===== config.mk =====
export PLATFORM = sky130hd
export DESIGN_NAME = imem_stream_loader_flat
export DESIGN_NICKNAME = d
export VERILOG_FILES = /design/src/rtl/imem_stream_loader_if.sv /design/src/rtl/imem_stream_loader.sv /design/src/flat_wrapper.sv
export SDC_FILE = /design/constraint.sdc
export NUM_CORES = 1
export LEC_CHECK = 0
export ABC_AREA = 1
export CAP_MARGIN = 20
export CELL_PAD_IN_SITES_DETAIL_PLACEMENT = 1
export CELL_PAD_IN_SITES_GLOBAL_PLACEMENT = 1
export CORE_UTILIZATION = 36
export CTS_CLUSTER_SIZE = 8
export DETAILED_ROUTE_END_ITERATION = 8
export PLACE_DENSITY_LB_ADDON = 0.1
export SKIP_CTS_REPAIR_TIMING = 1
export SLEW_MARGIN = 20
export SYNTH_ARGS = -nofsm -noshare
export SYNTH_HDL_FRONTEND = slang
export SYNTH_SLANG_ARGS = --single-unit
export TNS_END_PERCENT = 1

===== constraint.sdc =====
create_clock -name clk -period 2.8 [get_ports clk]
set_input_delay 0.84 -clock clk [delete_from_list [all_inputs] [get_ports clk]]
set_output_delay 0.84 -clock clk [all_outputs]
set_load 0.01 [all_outputs]

===== src/rtl/imem_stream_loader_if.sv =====
// Byte-stream handshake into the instruction-memory loader.
// The master drives valid/data/last. The loader (slave) returns ready.
interface imem_stream_loader_if;
    logic       in_valid;
    logic [7:0] in_data;
    logic       in_last;
    logic       in_ready;

    modport master (
        output in_valid,
        output in_data,
        output in_last,
        input  in_ready
    );

    modport slave (
        input  in_valid,
        input  in_data,
        input  in_last,
        output in_ready
    );
endinterface


===== src/rtl/imem_stream_loader.sv =====
// Boot loader: packs a byte stream little-endian into 32-bit words and writes them to IMEM.
// It holds the MIPS core in reset until the image is in place plus a hold window.
module imem_stream_loader #(
    parameter int unsigned ADDR_W      = 8,
    parameter int unsigned HOLD_CYCLES = 4
) (
    input  logic                  clk,
    input  logic                  res,
    imem_stream_loader_if.slave   strm,
    input  logic                  reload,
    output logic                  imem_we,
    output logic [ADDR_W-1:0]     imem_addr,
    output logic [31:0]           imem_wdata,
    output logic                  cpu_res,
    output logic                  load_done,
    output logic [ADDR_W:0]       word_count,
    output logic                  overflow
);

    typedef enum logic [1:0] {
        S_LOAD,
        S_HOLD,
        S_RUN
    } state_t;

    localparam int unsigned       HOLD_W    = $clog2(HOLD_CYCLES + 1);
    localparam logic [HOLD_W-1:0] HOLD_LAST = HOLD_W'(HOLD_CYCLES - 1);
    localparam logic [HOLD_W-1:0] HOLD_ONE  = HOLD_W'(1);
    localparam logic [ADDR_W:0]   WC_ONE    = (ADDR_W + 1)'(1);

    state_t              state_q;
    logic                in_ready_q;
    logic                imem_we_q;
    logic [ADDR_W-1:0]   imem_addr_q;
    logic [31:0]         imem_wdata_q;
    logic                cpu_res_q;
    logic                load_done_q;
    logic [ADDR_W:0]     word_count_q;
    logic                overflow_q;
    logic [1:0]          byte_idx_q;
    logic [31:0]         shift_q;
    logic [HOLD_W-1:0]   hold_cnt_q;

    logic                xfer;
    logic                full;
    logic                word_done;
    logic [31:0]         word_d;

    // Upper bytes of shift_q are always zero, so a flushed partial word is zero-filled for free.
    always_comb begin
        xfer      = strm.in_valid & in_ready_q;
        full      = word_count_q[ADDR_W];
        word_done = (byte_idx_q == 2'd3) | strm.in_last;
        word_d    = shift_q | ({24'b0, strm.in_data} << {byte_idx_q, 3'b000});
    end

    always_ff @(posedge clk or negedge res) begin
        if (!res) begin
            state_q      <= S_LOAD;
            in_ready_q   <= 1'b1;
            imem_we_q    <= 1'b0;
            imem_addr_q  <= '0;
            imem_wdata_q <= '0;
            cpu_res_q    <= 1'b1;
            load_done_q  <= 1'b0;
            word_count_q <= '0;
            overflow_q   <= 1'b0;
            byte_idx_q   <= '0;
            shift_q      <= '0;
            hold_cnt_q   <= '0;
        end else begin
            imem_we_q <= 1'b0;
            case (state_q)
                S_LOAD: begin
                    if (xfer) begin
                        if (full) begin
                            overflow_q <= 1'b1;
                        end else if (word_done) begin
                            imem_we_q    <= 1'b1;
                            imem_addr_q  <= word_count_q[ADDR_W-1:0];
                            imem_wdata_q <= word_d;
                            word_count_q <= word_count_q + WC_ONE;
                            byte_idx_q   <= '0;
                            shift_q      <= '0;
                        end else begin
                            shift_q    <= word_d;
                            byte_idx_q <= byte_idx_q + 2'd1;
                        end
                        // The final write (if any) lands in the first HOLD cycle.
                        if (strm.in_last) begin
                            state_q    <= S_HOLD;
                            in_ready_q <= 1'b0;
                            hold_cnt_q <= '0;
                            byte_idx_q <= '0;
                            shift_q    <= '0;
                        end
                    end
                end
                S_HOLD: begin
                    if (hold_cnt_q == HOLD_LAST) begin
                        state_q     <= S_RUN;
                        cpu_res_q   <= 1'b0;
                        load_done_q <= 1'b1;
                    end else begin
                        hold_cnt_q <= hold_cnt_q + HOLD_ONE;
                    end
                end
                S_RUN: begin
                    if (reload) begin
                        state_q      <= S_LOAD;
                        in_ready_q   <= 1'b1;
                        cpu_res_q    <= 1'b1;
                        load_done_q  <= 1'b0;
                        word_count_q <= '0;
                        overflow_q   <= 1'b0;
                        byte_idx_q   <= '0;
                        shift_q      <= '0;
                    end
                end
                default: begin
                    state_q <= S_LOAD;
                end
            endcase
        end
    end

    assign strm.in_ready = in_ready_q;
    assign imem_we       = imem_we_q;
    assign imem_addr     = imem_addr_q;
    assign imem_wdata    = imem_wdata_q;
    assign cpu_res       = cpu_res_q;
    assign load_done     = load_done_q;
    assign word_count    = word_count_q;
    assign overflow      = overflow_q;

endmodule


===== src/flat_wrapper.sv =====
// flat-port wrapper written by rule: the top's interface ports become plain ports
module imem_stream_loader_flat 
#(
    parameter int unsigned ADDR_W      = 8,
    parameter int unsigned HOLD_CYCLES = 4
)
  (clk, res, reload, imem_we, imem_addr, imem_wdata, cpu_res, load_done, word_count, overflow, strm_in_valid, strm_in_data, strm_in_last, strm_in_ready);
  imem_stream_loader_if strm_i ();
  input  logic clk;
  input  logic res;
  input  logic reload;
  output logic imem_we;
  output logic [ADDR_W-1:0] imem_addr;
  output logic [31:0] imem_wdata;
  output logic cpu_res;
  output logic load_done;
  output logic [ADDR_W:0] word_count;
  output logic overflow;
  input wire logic [$bits(strm_i.in_valid)-1:0] strm_in_valid;
  input wire logic [$bits(strm_i.in_data)-1:0] strm_in_data;
  input wire logic [$bits(strm_i.in_last)-1:0] strm_in_last;
  output wire logic [$bits(strm_i.in_ready)-1:0] strm_in_ready;
  assign strm_i.in_valid = strm_in_valid;
  assign strm_i.in_data = strm_in_data;
  assign strm_i.in_last = strm_in_last;
  assign strm_in_ready = strm_i.in_ready;
  imem_stream_loader #(.ADDR_W(ADDR_W), .HOLD_CYCLES(HOLD_CYCLES)) u_core (.clk(clk), .res(res), .strm(strm_i), .reload(reload), .imem_we(imem_we), .imem_addr(imem_addr), .imem_wdata(imem_wdata), .cpu_res(cpu_res), .load_done(load_done), .word_count(word_count), .overflow(overflow));
endmodule

==> results.txt, run 1 <==
The die covers between 0.01 and 0.015 mm^2. The deepest level of the CTS H-tree is 3. The fill cell total of the finished layout is about 1,300.

The placed instance area came out at around 0.0051 mm^2. The global placement routability congestion came out at approximately 0.76. The share of total power dissipated in combinational logic is 0.028. The summed instance area of the synthesized netlist is 0.004282 mm^2.

The met1 track demand over resource came out at 0.2659. In this run the most used layer during global routing was met2. Relative to the synthesized area, the layout overhead comes to 25.31%. TritonCTS built the clock tree. The post-route setup TNS is 0 ns. Static timing analysis puts the maximum clock frequency at about 0.44 GHz. The final hold violation count is 0.

The routed via count is approximately 3,500. The total net switching power is around 570 uW. In this run the tool buffered the top-level ports with 66 buffer cells. For this block, the initial DRC count from the detailed router was 152.

The wire length per cell is roughly 15 um. The starting density of the core came out at 0.3718. The switching share of total power came out at 0.2122. In the global route stage, met2 resource usage came out at 0.2981. The critical setup path kind is flip-flop to output pin. The overflow left after global routing came out at 0. The leakage power came out at about 2.7 nW. Measured along the x axis, the die boundary spans approximately 110 um. The clock buffer count from CTS came out at 9.

The data arrival time of the worst path came out at about 1.4 ns. The pin count of the biggest net entering global routing came out at 67. The power per standard cell area is 504.5 mW/mm^2. The routed via count divided by cell count is ~4.8. The initial antenna violation count came out at 0. The slowest stage of the critical path is the dfstp_2 cell. The share of the cycle needed by the critical path after routing came out at 0.8092. STA classifies the critical path endpoint as an output pin. The highest net fanout along the worst path is 3. For this run, global-route usage on met3 was measured as 0.02952.

The tree built by TritonCTS fans out to 93 sinks. Wires add up to between 10,000 and 15,000 um. Setup violations remaining at the end of the flow were counted as 0. STA classifies the critical path startpoint as a flip-flop. The worst stage delay on the critical path came out at between 0.5 and 0.6 ns.

The largest delay contributor family on the critical path is flip-flops. The floorplan step set the die height to around 110 um. The synthesized netlist contains 26 unique library cells. The finished cells cover roughly 0.0054 mm^2.

The wire length of the first global-routing pass is around 18,000 um. The ratio of cells with drive above 1 in the final layout came out at 0.07958. The minimum period implied by the final worst setup slack is around 2.3 ns. The run finished, with violations left. The buffer depth of the longest clock path is 2. At the end of the flow, the number of nets in the layout was 590.

The internal cell power came out at about 2.1 mW. During synthesis, Yosys emitted a total of 0 warnings. The class of the most critical hold timing path is input port to async pin. The worst supply voltage drop on vdd came out at ~0.23 mV. The core region is 0.01152 mm^2.

Setup repair after global routing left no endpoint under its margin. After floorplanning, the core was divided into 39 placement rows. Across the run, the number of max-cap violations was 0.

The final reports fail on DRC. The number of top-level design ports came out at between 60 and 70. The number of detailed-routing iterations run before antenna repair came out at 7. The count of mapped cells out of synthesis is approximately 500. The total chip power came out at between 2 and 3 mW. The setup clock skew after layout came out at between 0.008 and 0.009 ns. The sequential cell area fraction in the yosys report came out at 0.5441. The power share of the sequential group came out at 0.496. The total track usage is 0.1915. In this run the remaining antenna-violating nets after routing total 0. The worst-skew pair later-pin latency came out at between 0.3 and 0.4 ns. The wire-length estimate of the detail-placed layout is 7335 um. In this run, synthesis produced a sequential element count of 93. For this run, design rule violations remaining after detail routing come to 10. The worst slack at placement is roughly 0.20 ns. The post-synthesis area per instance came out at ~8.4 um^2. The CTS clock-pin slew for the worst setup and hold paths is roughly 0.070 ns.

The required time reported for the critical path endpoint came out at between 1.5 and 2 ns. The buffer cell driving the clock tree root is clkbuf_16. The via count of the first global-routing pass was about 3,700. The final worst-path setup slack is about 0.53 ns. The signal on the critical path passes through clkdlybuf4s50_1. The final count of pins violating max slew is 0.

Counting both buffers and inverters, the worst setup path holds a total of 1. The number of antenna diodes is 0. The tightest slew margin relative to the limit came out at 0.4984. The transition time of the tightest slew-check pin is 0.7513 ns. The clock group share of total power came out at 0.476. The post-synth net total is approximately 530.
-- layout by cell type (no fill, tap or decap), drive strengths merged, types with 2 or more instances in the layout --
| master | netlist | layout |
|---|---|---|
| a21oi | 3 | 3 |
| buf | 20 | 10 |
| clkbuf | 2 | 13 |
| clkdlybuf4s50 | 0 | 65 |
| clkinv | 1 | 2 |
| dfrtp | 91 | 91 |
| dfstp | 2 | 2 |
| ha | 4 | 4 |
| inv | 33 | 33 |
| nand2 | 243 | 243 |
| nand3 | 12 | 12 |
| nor2 | 17 | 17 |
| o21ai | 46 | 46 |
| o21bai | 32 | 32 |
-- worst paths after layout --
kind / slack [ns] / end / start / cells past startpoint
worst max-delay path: 0.53 / strm_in_ready / u_core.strm.in_ready / 1
worst min-delay path: 0.42 / u_core.word_count[3] / res / 1
worst max register to register: 0.76 / u_core.imem_addr[5] / u_core.byte_idx_q[0] / 8
worst min register to register: 0.47 / u_core.imem_wdata[18] / u_core.imem_wdata[18] / 2
max in group asynchronous: 1.69 / u_core.shift_q[25] / res / 2
min in group clk: 0.47 / u_core.imem_wdata[18] / u_core.imem_wdata[18] / 2
-- synthesized netlist by cell type, drive strengths merged --
master  number  area, um^2
a21oi        3       15.01
buf         20       141.4
clkbuf       2       7.510
clkinv       1       3.750
dfrtp       91        2277
dfstp        2       52.55
ha           4       50.05
inv         33       123.9
nand2      243       924.6
nand3       12       70.07
nand4        1       6.260
nor2        17       87.58
nor3         1       5.000
o21ai       46       267.8
o21bai      32       240.2
xor2         1       8.760
-- state kept, by name, summed over array words and instances (netlist names), 2 cells and up --
name / cells
u_core.imem_addr: 8
u_core.hold_cnt_q: 3
u_core.byte_idx_q: 2
u_core.shift_q: 32
u_core.imem_wdata: 32
u_core.word_count: 9
u_core.state_q: 2
-- layer usage --
metal  vias up  part of all wire
li1       1722                 -
met1      1685              0.50
met2        48              0.46
met3        13             0.023
met4         0             0.018
met5         -                 0
-- cell families (layout without fill, tap and decap cells) --
logic type,Yosys count,after routing,synth area share
compound gates,81,81,0.1221
xor+xnor,1,1,0.002046
fa+ha+maj,4,4,0.01169
buf+inv,56,125,0.06458
flops,93,93,0.5441
simple gates,274,274,0.2554
-- worst register-to-register path, stage by stage (launching register included) --
cell	delay [ns]
dfrtp_1	0.50
ha_1	0.25
inv_1	0.10
nand2_1	0.12
nand2_2	0.15
nor2_8	0.04
inv_2	0.54
nand2_1	0.14
o21ai_0	0.11
-- per-stage QoR --
step | hold slack (ns) | cells | util
after floorplan | 0.4432 | 509 | -
after global placement | 0.4528 | 705 | 0.4387
after detailed placement | 0.4582 | 705 | 0.4387
after CTS | 0.4296 | 721 | 0.4659
after global routing | 0.4483 | 721 | 0.4659
final | 0.4183 | 721 | 0.4659
-- power groups by stage --
stage / logic (mW) / clock network (mW) / registers (mW)
after floorplan: 0.0187 / 0 / 1.37
after global placement: 0.0788 / 0 / 1.37
after detailed placement: 0.0790 / 0 / 1.37
after CTS: 0.0796 / 1.32 / 1.34
after global routing: 0.0861 / 1.37 / 1.34
final: 0.0761 / 1.29 / 1.34
-- area by class of cell --
type | instances | area, um^2 | share of cell area
Sequential cell | 93 | 2330 | 0.4342
Multi-Input combinational cell | 360 | 1678 | 0.3127
Timing Repair Buffer | 75 | 738.2 | 0.1376
Clock buffer | 13 | 270.3 | 0.05037
Tap cell | 143 | 178.9 | 0.03335
Inverter | 34 | 127.6 | 0.02379
Clock inverter | 3 | 42.54 | 0.007929
Note: power is estimated with default switching activity, not from simulation.
==> run 2, diff against run 1 <==
==> constraint.sdc (replaced) <==
create_clock -name clk -period 2 [get_ports clk]
set_input_delay 0.6 -clock clk [delete_from_list [all_inputs] [get_ports clk]]
set_output_delay 0.6 -clock clk [all_outputs]
set_load 0.01 [all_outputs]
==> run 2 against run 1 <==
  * Count of clock-buffer cells in the layout down 3
  * Final cell count up 2.4%
  * Sequential cell count unchanged
  * Via count increased by 1.6%
  * The flow still finishes with violations (DRC)
  * Worst setup slack worse by 0.47 ns
  * Critical path type unchanged
  * Largest power group unchanged
  * Largest cell class unchanged
  * Non-clock buffer count rose by 17
==> results.txt, run 2 (synthesis gave the netlist of run 1 again) <==
The routed via count divided by cell count came out at 4.776 (was 4.810). Timing would allow up to between 0.5 and 0.6 GHz. Unrepaired setup endpoints after global routing: no (unchanged). The launching instance or port of the critical path is u_core.word_count[4] (was u_core.strm.in_ready).

The met1 track demand over resource came to 0.2564 (was 0.2659). The starting density of the core is 0.3718 (unchanged). The number of antenna diodes is 0 (unchanged). The initial antenna violation count is 0 (unchanged). The number of sinks handled by clock tree synthesis is 93 (unchanged). The setup clock skew after layout came out at 0.006480 ns (was 0.008572 ns). The nature of the critical path startpoint is a flip-flop (unchanged). The data arrival time of the worst path came out at 1.34 ns (was 1.43 ns). The overflow left after global routing is 0 (unchanged).

The number of detailed-routing iterations run before antenna repair is 6 (was 7). The met2 track demand over resource in global routing came out at 0.3161 (was 0.2981). The total chip power came out at 3.741 mW (was 2.707 mW). The required time reported for the critical path endpoint is 1.40 ns (was 1.96 ns). Outcome: finished, violations left (unchanged). The final count of pins violating max slew is 0 (unchanged). The clock tree from TritonCTS is done (unchanged). The buffer depth of the longest clock path is 2 (unchanged). The share of the core filled with cells in the final layout is 0.4808 (was 0.4659).

Commonest cells after routing, fill and taps aside: 240 x nand2_1, 90 x dfrtp_1, 63 x clkdlybuf4s50_1, 35 x o21ai_0 (was 240 x nand2_1, 91 x dfrtp_1, 65 x clkdlybuf4s50_1, 35 x o21ai_0). The height of the die is 111.1 um (unchanged). The deepest level of the CTS H-tree came out at 3 (unchanged).

The highest net fanout along the worst path came out at 5 (was 3). Cells along the critical path: clkdlybuf4s50_1 (unchanged). The buffer cell driving the clock tree root was clkbuf_16 (unchanged).

The worst supply voltage drop on vdd was 0.3972 mV (was 0.2310 mV). The tightest slew margin relative to the limit came out at 0.7018 (was 0.4984). The cell with the largest stage delay on the worst path is clkdlybuf4s50_1 (was dfstp_2).

The element type at the critical path end was an output pin (unchanged). The most crowded layer after global routing is met2 (unchanged). The count of input and output buffers was 66 (unchanged). The critical setup path kind is flip-flop to output pin (unchanged). The leakage power is 2.783 nW (was 2.665 nW). The share of the cycle needed by the critical path after routing is 0.9697. The die outline area is 0.01233 mm^2 (unchanged). The via count of the first global-routing pass was 3,758 (was 3,662). The core area is 0.01152 mm^2 (unchanged).

The number of remaining DRC errors was 10 (unchanged). The count of nets after finishing came to 607 (was 590). The wire length after detailed routing is 10,870 um (was 10,750 um). The pin count of the biggest net entering global routing is 48 (was 67). The number of buffer and inverter stages on the critical path was 1 (unchanged). The routed via count came out at 3,525 (was 3,468). The power per standard cell area was 675.8 mW/mm^2 (was 504.5 mW/mm^2). The launching point of the worst reg2reg path is u_core.byte_idx_q[1] (was u_core.byte_idx_q[0]). The number of DRC markers in iteration 0 came out at 104 (was 152). The number of setup violations in the final report came to 0 (unchanged). Failing checks: DRC (unchanged). The post-route setup TNS came out at 0 ns (unchanged).

The CTS clock-pin slew for the worst setup and hold paths is 0.06 ns (was 0.07 ns). The max capacitance violation total came to 0 (unchanged). The number of top-level design ports is 67 (unchanged). The most common cell after layout, fill and taps aside is nand2_1 (unchanged). The minimum period implied by the final worst setup slack came out at 1.939 ns. The HPWL reported at the end of detailed placement was 7864 um (was 7335 um).

The global placement routability congestion came out at 0.7854 (was 0.7612). The synthesis-to-layout area growth is 29.31% (was 25.31%). The class of the most critical hold timing path is input port to async pin (unchanged). The transition time of the tightest slew-check pin is 0.4473 ns (was 0.7513 ns). The worst stage delay on the critical path is 0.56 ns (was 0.55 ns). The ratio of cells with drive above 1 in the final layout is 0.1092 (was 0.07958). The number of placement rows was 39 (unchanged). The worst hold-check slack is 0.1912 ns (was 0.4183 ns). The wire length of the first global-routing pass is 18,640 um (was 18,440 um). The total track usage is 0.1933 (was 0.1915). The final antenna-violating net count came to 0 (unchanged). The worst-skew pair later-pin latency came to 0.35 ns (about the same). The final hold violation count is 0 (unchanged). The clock buffer count from CTS is 9 (unchanged). The die width is 111.1 um (unchanged). The global-route met3 utilization came out at 0.02952 (unchanged). The largest delay contributor family on the critical path is buffers and inverters (was flip-flops). The wire length per cell came out at 14.73 um (was 14.90 um).
[run 2: cell types whose count changed in the layout (fill, tap and decap cells not counted), moves of 2 or more]
cell / delta
clkinv_2: +2
clkbuf_8: -2
dlymetal6s2s_1: +2
buf_4: +13
clkdlybuf4s50_1: -2
buf_12: +4
[run 2: report_power, final]
group	internal [mW]	switching, mW
registers	1.88	0
clock network	1.00	0.743
logic	0.0413	0.0753
total	2.92	0.819
[run 2: path summary, 6_finish.rpt]
path,slack [ns],cells past startpoint,to
worst max-delay path,0.06,1,word_count[4]
worst min-delay path,0.19,1,u_core.word_count[5]
worst max register to register,0.40,7,u_core.shift_q[20]
worst min register to register,0.47,2,u_core.imem_wdata[18]
max in group asynchronous,1.16,2,u_core.strm.in_ready
min in group clk,0.47,2,u_core.imem_wdata[18]
[run 2: layout make-up]
class | instances | area [um^2]
clock inverter | 6 | 61.31
clock buffer | 10 | 239.0
fill | 1379 | 5979
timing repair buffer | 92 | 920.9
tap | 143 | 178.9
multi-input combinational | 360 | 1678
inverter | 34 | 127.6
sequential | 93 | 2331
[run 2: per-stage QoR]
stage / instance area (um^2) / cells / worst slack [ns]
2_1_floorplan: 4282 / 509 / 0.5076
3_3_place_gp: 5230 / 722 / -0.02582
3_5_place_dp: 5230 / 722 / -0.09842
4_1_cts: 5530 / 738 / -0.03486
5_1_grt: 5537 / 738 / 0.002530
6_report: 5537 / 738 / 0.06066
[run 2: routing by layer]
layer,part of all wire,up-vias
met3,0.027,12
met2,0.47,47
met4,0.018,0
li1,-,1758
met5,0,-
met1,0.48,1708
[run 2: worst reg2reg max path, stage by stage (launching register included)]
cell	delay (ns)
dfrtp_1	0.40
ha_1	0.19
inv_1	0.09
nand2_1	0.11
nor2_2	0.24
buf_12	0.20
nand2_1	0.07
o21ai_0	0.20
==> run 3, diff against run 2 <==
--- a/config.mk
+++ b/config.mk
@@ -12,10 +12,11 @@
 export CORE_UTILIZATION = 36
 export CTS_CLUSTER_SIZE = 8
 export DETAILED_ROUTE_END_ITERATION = 8
+export HOLD_SLACK_MARGIN = 0.1
 export PLACE_DENSITY_LB_ADDON = 0.1
 export SKIP_CTS_REPAIR_TIMING = 1
 export SLEW_MARGIN = 20
 export SYNTH_ARGS = -nofsm -noshare
 export SYNTH_HDL_FRONTEND = slang
 export SYNTH_SLANG_ARGS = --single-unit
-export TNS_END_PERCENT = 1
+export TNS_END_PERCENT = 100
==> results of run 3 <==
The final DEF is identical to that of run 2; final timing and power are the same.
